<file path="config.mk">
export PLATFORM = sky130hd
export DESIGN_NAME = conv_seq_ctrl
export DESIGN_NICKNAME = d
export VERILOG_FILES = /design/src/rtl/conv_seq_ctrl.sv
export SDC_FILE = /design/constraint.sdc
export NUM_CORES = 1
export LEC_CHECK = 0
export CAP_MARGIN = 30
export CORE_UTILIZATION = 45
export CTS_CLUSTER_SIZE = 25
export DETAILED_ROUTE_END_ITERATION = 16
export PLACE_DENSITY = 0.7
export RECOVER_POWER = 25
export SLEW_MARGIN = 30
export SYNTH_ARGS = -nofsm -noshare
export SYNTH_HDL_FRONTEND = slang
export SYNTH_SLANG_ARGS = --single-unit
export TNS_END_PERCENT = 20
</file>
<file path="constraint.sdc">
create_clock -name clk -period 2.1 [get_ports clk]
set_input_delay 0.42 -clock clk [delete_from_list [all_inputs] [get_ports clk]]
set_output_delay 0.42 -clock clk [all_outputs]
set_load 0.03 [all_outputs]
</file>
<file path="src/rtl/conv_seq_ctrl.sv">
// Sequencer for the convolution datapath: per output position it walks NUM_CH channels
// (address, window load, KSIZE MAC rows), then stores, advances counters and checks for run end.
module conv_seq_ctrl #(
  parameter int unsigned KSIZE   = 3,
  parameter int unsigned NUM_CH  = 1,
  parameter int unsigned NUM_POS = 16,
  parameter int unsigned SEL_W   = $clog2(KSIZE + 1),
  parameter int unsigned CH_W    = ($clog2(NUM_CH) > 0) ? $clog2(NUM_CH) : 1
) (
  input  logic             clk,
  input  logic             rst_n,
  input  logic             start,
  input  logic             load_done,
  input  logic             store_ready,
  output logic             addr_gen,
  output logic             flush_acc,
  output logic             load,
  output logic [SEL_W-1:0] mux_sel,
  output logic             add,
  output logic             acc_enable,
  output logic             store,
  output logic             counter_enable,
  output logic [CH_W-1:0]  ch_idx,
  output logic             busy,
  output logic             done
);

  localparam int unsigned ROW_W = (KSIZE > 1) ? $clog2(KSIZE) : 1;
  localparam int unsigned POS_W = (NUM_POS > 1) ? $clog2(NUM_POS) : 1;

  localparam logic [ROW_W-1:0] ROW_LAST = ROW_W'(KSIZE - 1);
  localparam logic [CH_W-1:0]  CH_LAST  = CH_W'(NUM_CH - 1);
  localparam logic [POS_W-1:0] POS_LAST = POS_W'(NUM_POS - 1);

  typedef enum logic [2:0] {
    S_IDLE   = 3'd0,
    S_ADDR   = 3'd1,
    S_LOAD   = 3'd2,
    S_MAC    = 3'd3,
    S_STORE  = 3'd4,
    S_UPDATE = 3'd5,
    S_CHECK  = 3'd6,
    S_DONE   = 3'd7
  } state_e;

  state_e           state_q, state_d;
  logic [ROW_W-1:0] row_q, row_d;
  logic [CH_W-1:0]  ch_q, ch_d;
  logic [POS_W-1:0] pos_q, pos_d;

  logic             addr_gen_q, addr_gen_d;
  logic             flush_acc_q, flush_acc_d;
  logic             load_q, load_d;
  logic [SEL_W-1:0] mux_sel_q, mux_sel_d;
  logic             add_q, add_d;
  logic             acc_enable_q, acc_enable_d;
  logic             store_q, store_d;
  logic             counter_enable_q, counter_enable_d;
  logic [CH_W-1:0]  ch_idx_q, ch_idx_d;
  logic             busy_q, busy_d;
  logic             done_q, done_d;

  // Next state and counters; outputs are decoded from the next state so the
  // output flops always track the state register exactly.
  always_comb begin
    state_d = state_q;
    row_d   = row_q;
    ch_d    = ch_q;
    pos_d   = pos_q;

    unique case (state_q)
      S_IDLE: begin
        if (start) begin
          state_d = S_ADDR;
          row_d   = '0;
          ch_d    = '0;
          pos_d   = '0;
        end
      end
      S_ADDR: state_d = S_LOAD;
      S_LOAD: begin
        if (load_done) begin
          state_d = S_MAC;
          row_d   = '0;
        end
      end
      S_MAC: begin
        if (row_q != ROW_LAST) begin
          row_d = row_q + ROW_W'(1);
        end else begin
          row_d = '0;
          if (ch_q != CH_LAST) begin
            ch_d    = ch_q + CH_W'(1);
            state_d = S_ADDR;
          end else begin
            ch_d    = '0;
            state_d = S_STORE;
          end
        end
      end
      S_STORE: begin
        if (store_ready) state_d = S_UPDATE;
      end
      S_UPDATE: state_d = S_CHECK;
      S_CHECK: begin
        if (pos_q == POS_LAST) begin
          state_d = S_DONE;
        end else begin
          pos_d   = pos_q + POS_W'(1);
          state_d = S_ADDR;
        end
      end
      S_DONE: state_d = S_IDLE;
      default: begin
        state_d = S_IDLE;
        row_d   = '0;
        ch_d    = '0;
        pos_d   = '0;
      end
    endcase

    addr_gen_d       = (state_d == S_ADDR);
    flush_acc_d      = (state_d == S_ADDR) && (ch_d == '0);
    load_d           = (state_d == S_LOAD);
    mux_sel_d        = (state_d == S_MAC) ? (SEL_W'(row_d) + SEL_W'(1)) : '0;
    add_d            = (state_d == S_MAC);
    acc_enable_d     = (state_d == S_MAC);
    store_d          = (state_d == S_STORE);
    counter_enable_d = (state_d == S_UPDATE);
    ch_idx_d         = ch_d;
    busy_d           = (state_d != S_IDLE);
    done_d           = (state_d == S_DONE);
  end

  always_ff @(posedge clk or negedge rst_n) begin
    if (!rst_n) begin
      state_q          <= S_IDLE;
      row_q            <= '0;
      ch_q             <= '0;
      pos_q            <= '0;
      addr_gen_q       <= 1'b0;
      flush_acc_q      <= 1'b0;
      load_q           <= 1'b0;
      mux_sel_q        <= '0;
      add_q            <= 1'b0;
      acc_enable_q     <= 1'b0;
      store_q          <= 1'b0;
      counter_enable_q <= 1'b0;
      ch_idx_q         <= '0;
      busy_q           <= 1'b0;
      done_q           <= 1'b0;
    end else begin
      state_q          <= state_d;
      row_q            <= row_d;
      ch_q             <= ch_d;
      pos_q            <= pos_d;
      addr_gen_q       <= addr_gen_d;
      flush_acc_q      <= flush_acc_d;
      load_q           <= load_d;
      mux_sel_q        <= mux_sel_d;
      add_q            <= add_d;
      acc_enable_q     <= acc_enable_d;
      store_q          <= store_d;
      counter_enable_q <= counter_enable_d;
      ch_idx_q         <= ch_idx_d;
      busy_q           <= busy_d;
      done_q           <= done_d;
    end
  end

  assign addr_gen       = addr_gen_q;
  assign flush_acc      = flush_acc_q;
  assign load           = load_q;
  assign mux_sel        = mux_sel_q;
  assign add            = add_q;
  assign acc_enable     = acc_enable_q;
  assign store          = store_q;
  assign counter_enable = counter_enable_q;
  assign ch_idx         = ch_idx_q;
  assign busy           = busy_q;
  assign done           = done_q;

endmodule

</file>
==> flow_metrics.env <==
export IMPL_period_share=0.839
export IMPL_min_path_cells=1
export IMPL_postCtsSetupRepairBufs=0
export IMPL_drt_iter0_markers=14
export IMPL_placed_cells=123
export IMPL_dieArea_um2=2340
export IMPL_criticalPathCategory="reg2out"
export IMPL_clock_sinks=20
export IMPL_switching_share=0.409
export IMPL_synth_top_area_cell="dfrtp_1"
export IMPL_grt_max_degree=21
export IMPL_wl_per_cell_um=13.3
export IMPL_p_switching_mw=0.677
export IMPL_synth_top_cell_area_share=0.517
export IMPL_synth_most_common_cell="dfrtp_1"
export IMPL_worstMarginPinSlew_ns=1.00
export IMPL_fin_skew_ns=0.00334
export IMPL_cts_resized=0
export IMPL_grt_util_all_layers=0.171
export IMPL_finalHoldViolations=0
export IMPL_reg2regPathDepth=4
export IMPL_maxCapViolCount=0
export IMPL_combPwrFrac=0.465
export IMPL_wl_um=1700
export IMPL_ys_seq_area_frac=0.517
export IMPL_ir_worst_vdd_mv=0.708
export IMPL_dp_hpwl_um=1240
export IMPL_syn_nets=89
export IMPL_drc=0
export IMPL_path_delay_family="buffers and inverters"
export IMPL_start_util=0.484
export IMPL_max_freq_mhz=568
export IMPL_yosys_top_cells_count="20 x dfrtp_1, 7 x inv_1, 5 x nand2_1"
export IMPL_rsz0062_at_grt="false"
export IMPL_chipHeight_um=48.4
export IMPL_grt_busiest_layer="met2"
export IMPL_stdcell_count=127
export IMPL_finalSetupViolCount=0
export IMPL_antenna_found_initial=0
export IMPL_hold_class="reg2reg"
export IMPL_slew_headroom=0.330
export IMPL_cp_end_kind="primary output"
export IMPL_die_w_um=48.4
export IMPL_power_frac_seq=0.405
export IMPL_via_per_inst=5.25
export IMPL_diodes=0
export IMPL_n_fill_cell=167
export IMPL_dr_pass1_iters=4
export IMPL_r2r_setup_slack_ns=0.52
export IMPL_ys_types=37
export IMPL_portBuffers=16
export IMPL_ant_nets=0
export IMPL_h_tree_depth=1
export IMPL_p_per_area_nw_per_um2=1430
export IMPL_pin_count=17
export IMPL_syn_to_final_growth_pct=19.9
export IMPL_grt_ovfl_total=0
export IMPL_synthArstFlopShare=1.00
export IMPL_startpoint="ch_idx"
export IMPL_syn_area_per_cell_um2=11.7
export IMPL_synth_area_leaders="dfrtp_1 52%, buf_6 3.5%, inv_1 2.7%, and4bb_2 2.6%, nor3b_2 2.6%"
export IMPL_synth_flop_cell="dfrtp_1"
export IMPL_drive_gt1_frac=0.180
export IMPL_hold_buffers=0
export IMPL_nets=107
export IMPL_synth_warnings=0
export IMPL_holdPathEnd="pos_q[1]"
export IMPL_path_cells="clkdlybuf4s50_1"
export IMPL_place_congestion=0.799
export IMPL_cts_tree="done"
export IMPL_clkTransAtPathRegs_ns=0.11
export IMPL_regToRegStartpoint="state_q[2]"
export IMPL_tns_ns=0
export IMPL_cp_num_buf_inv=1
export IMPL_synth_edff_count=0
export IMPL_clkPwrFrac=0.130
export IMPL_slew_violations=0
export IMPL_period_needed_ns=1.76
export IMPL_vias=667
export IMPL_grtUsageMet1=0.241
export IMPL_grt_pass1_vias=636
export IMPL_synth_cells=83
export IMPL_cp_required_ns=1.68
export IMPL_row_count=16
export IMPL_critPathMaxStageDelay_ns=0.67
export IMPL_worstHoldStart="pos_q[1]"
export IMPL_core_area_um2=2000
export IMPL_r2r_end="pos_q[0]"
export IMPL_grt_met3_usage=0.0283
export IMPL_worstPathArrival_ns=1.34
export IMPL_grt_pass1_wl_um=3060
export IMPL_leakage_nw=0.497
export IMPL_grt_use_met2=0.263
export IMPL_cts_buffers=3
export IMPL_clock_latency_ns=0.29
export IMPL_path_max_fanout=3
export IMPL_run_status="finished clean"
export IMPL_synth_seq_cells=20
export IMPL_intPower_mw=0.980
export IMPL_syn_area_um2=968
export IMPL_cpMaxStageDelayCell="clkdlybuf4s50_1"
export IMPL_root_buffer="clkbuf_4"
export IMPL_start_kind="register"
export IMPL_clock_path_buffers=2
## area by class of cell
cell class / instances / area (um^2) / area share
flip-flops and latches: 20 / 500 / 0.431
repair buffers: 17 / 164 / 0.141
multi-input cells: 52 / 400 / 0.345
clock buffers: 4 / 36.3 / 0.0313
well taps: 27 / 33.8 / 0.0291
inverters: 7 / 26.3 / 0.0226
## flip-flops by register name, indices dropped and copies added, names as in the netlist
signal and count:
pos_q 4, state_q 3, mux_sel 2, row_q 2, acc_enable 1, addr_gen 1, busy 1, ch_idx 1
counter_enable 1, done 1, flush_acc 1, load 1, store 1
## cells in the final DEF, fill, tap and decap left out, types with 2 or more instances in the layout
cell / n
dfrtp_1: 20
clkdlybuf4s50_1: 15
inv_1: 7
nand2_1: 5
a21oi_1: 4
nor2_1: 4
nand3_1: 3
o21ai_0: 3
clkbuf_4: 3
and4bb_2: 2
and3_1: 2
nor3b_2: 2
o21ai_1: 2
nor3_1: 2
## how the worst max path moves through the flow
| stage | slack (ns) | endpoint | cells past startpoint |
|---|---|---|---|
| 2_1_floorplan | 0.67 | load | 4 |
| 3_3_place_gp | 0.28 | mux_sel[0] | 5 |
| 3_5_place_dp | 0.23 | mux_sel[0] | 5 |
| 4_1_cts | 0.32 | ch_idx | 1 |
| 5_1_grt | 0.26 | ch_idx | 1 |
| 6_report | 0.34 | ch_idx | 1 |
## metal layers
metal  routed length [um]  vias to the layer above
li1                     -                      328
met1                  800                      320
met2                  826                       17
met3                   45                        2
met4                   23                        0
met5                    0                        -
## power by group through the flow
| stage | sequential, mW | clock, mW | combinational [mW] |
|---|---|---|---|
| after floorplan | 0.754 | 0 | 0.478 |
| after global placement | 0.672 | 0 | 0.757 |
| after detailed placement | 0.680 | 0 | 0.769 |
| after CTS | 0.671 | 0.227 | 0.775 |
| after global routing | 0.696 | 0.248 | 0.836 |
| final | 0.672 | 0.215 | 0.770 |
## through the flow
| step | hold WS [ns] | area (um^2) | setup slack [ns] | util | power [mW] |
|---|---|---|---|---|---|
| 6_report | 0.538 | 1160 | 0.339 | 0.580 | 1.66 |
| 5_1_grt | 0.582 | 1160 | 0.260 | 0.580 | 1.78 |
| 4_1_cts | 0.459 | 1160 | 0.319 | 0.582 | 1.67 |
| 3_5_place_dp | 0.516 | 1130 | 0.234 | 0.564 | 1.45 |
| 3_3_place_gp | 0.517 | 1130 | 0.282 | 0.564 | 1.43 |
| 2_1_floorplan | 0.124 | 968 | 0.675 | - | 1.23 |
## cells by family after synthesis
logic type,share of synthesized area
AOI/OAI and AO/OA,0.125
xor gates and xnor gates,0.00905
adders and majority gates,0.0129
buffers and inverters,0.0698
DFF,0.517
muxes,0.0116
and+or+nand+nor,0.255
(Power assumes the default switching activity.)
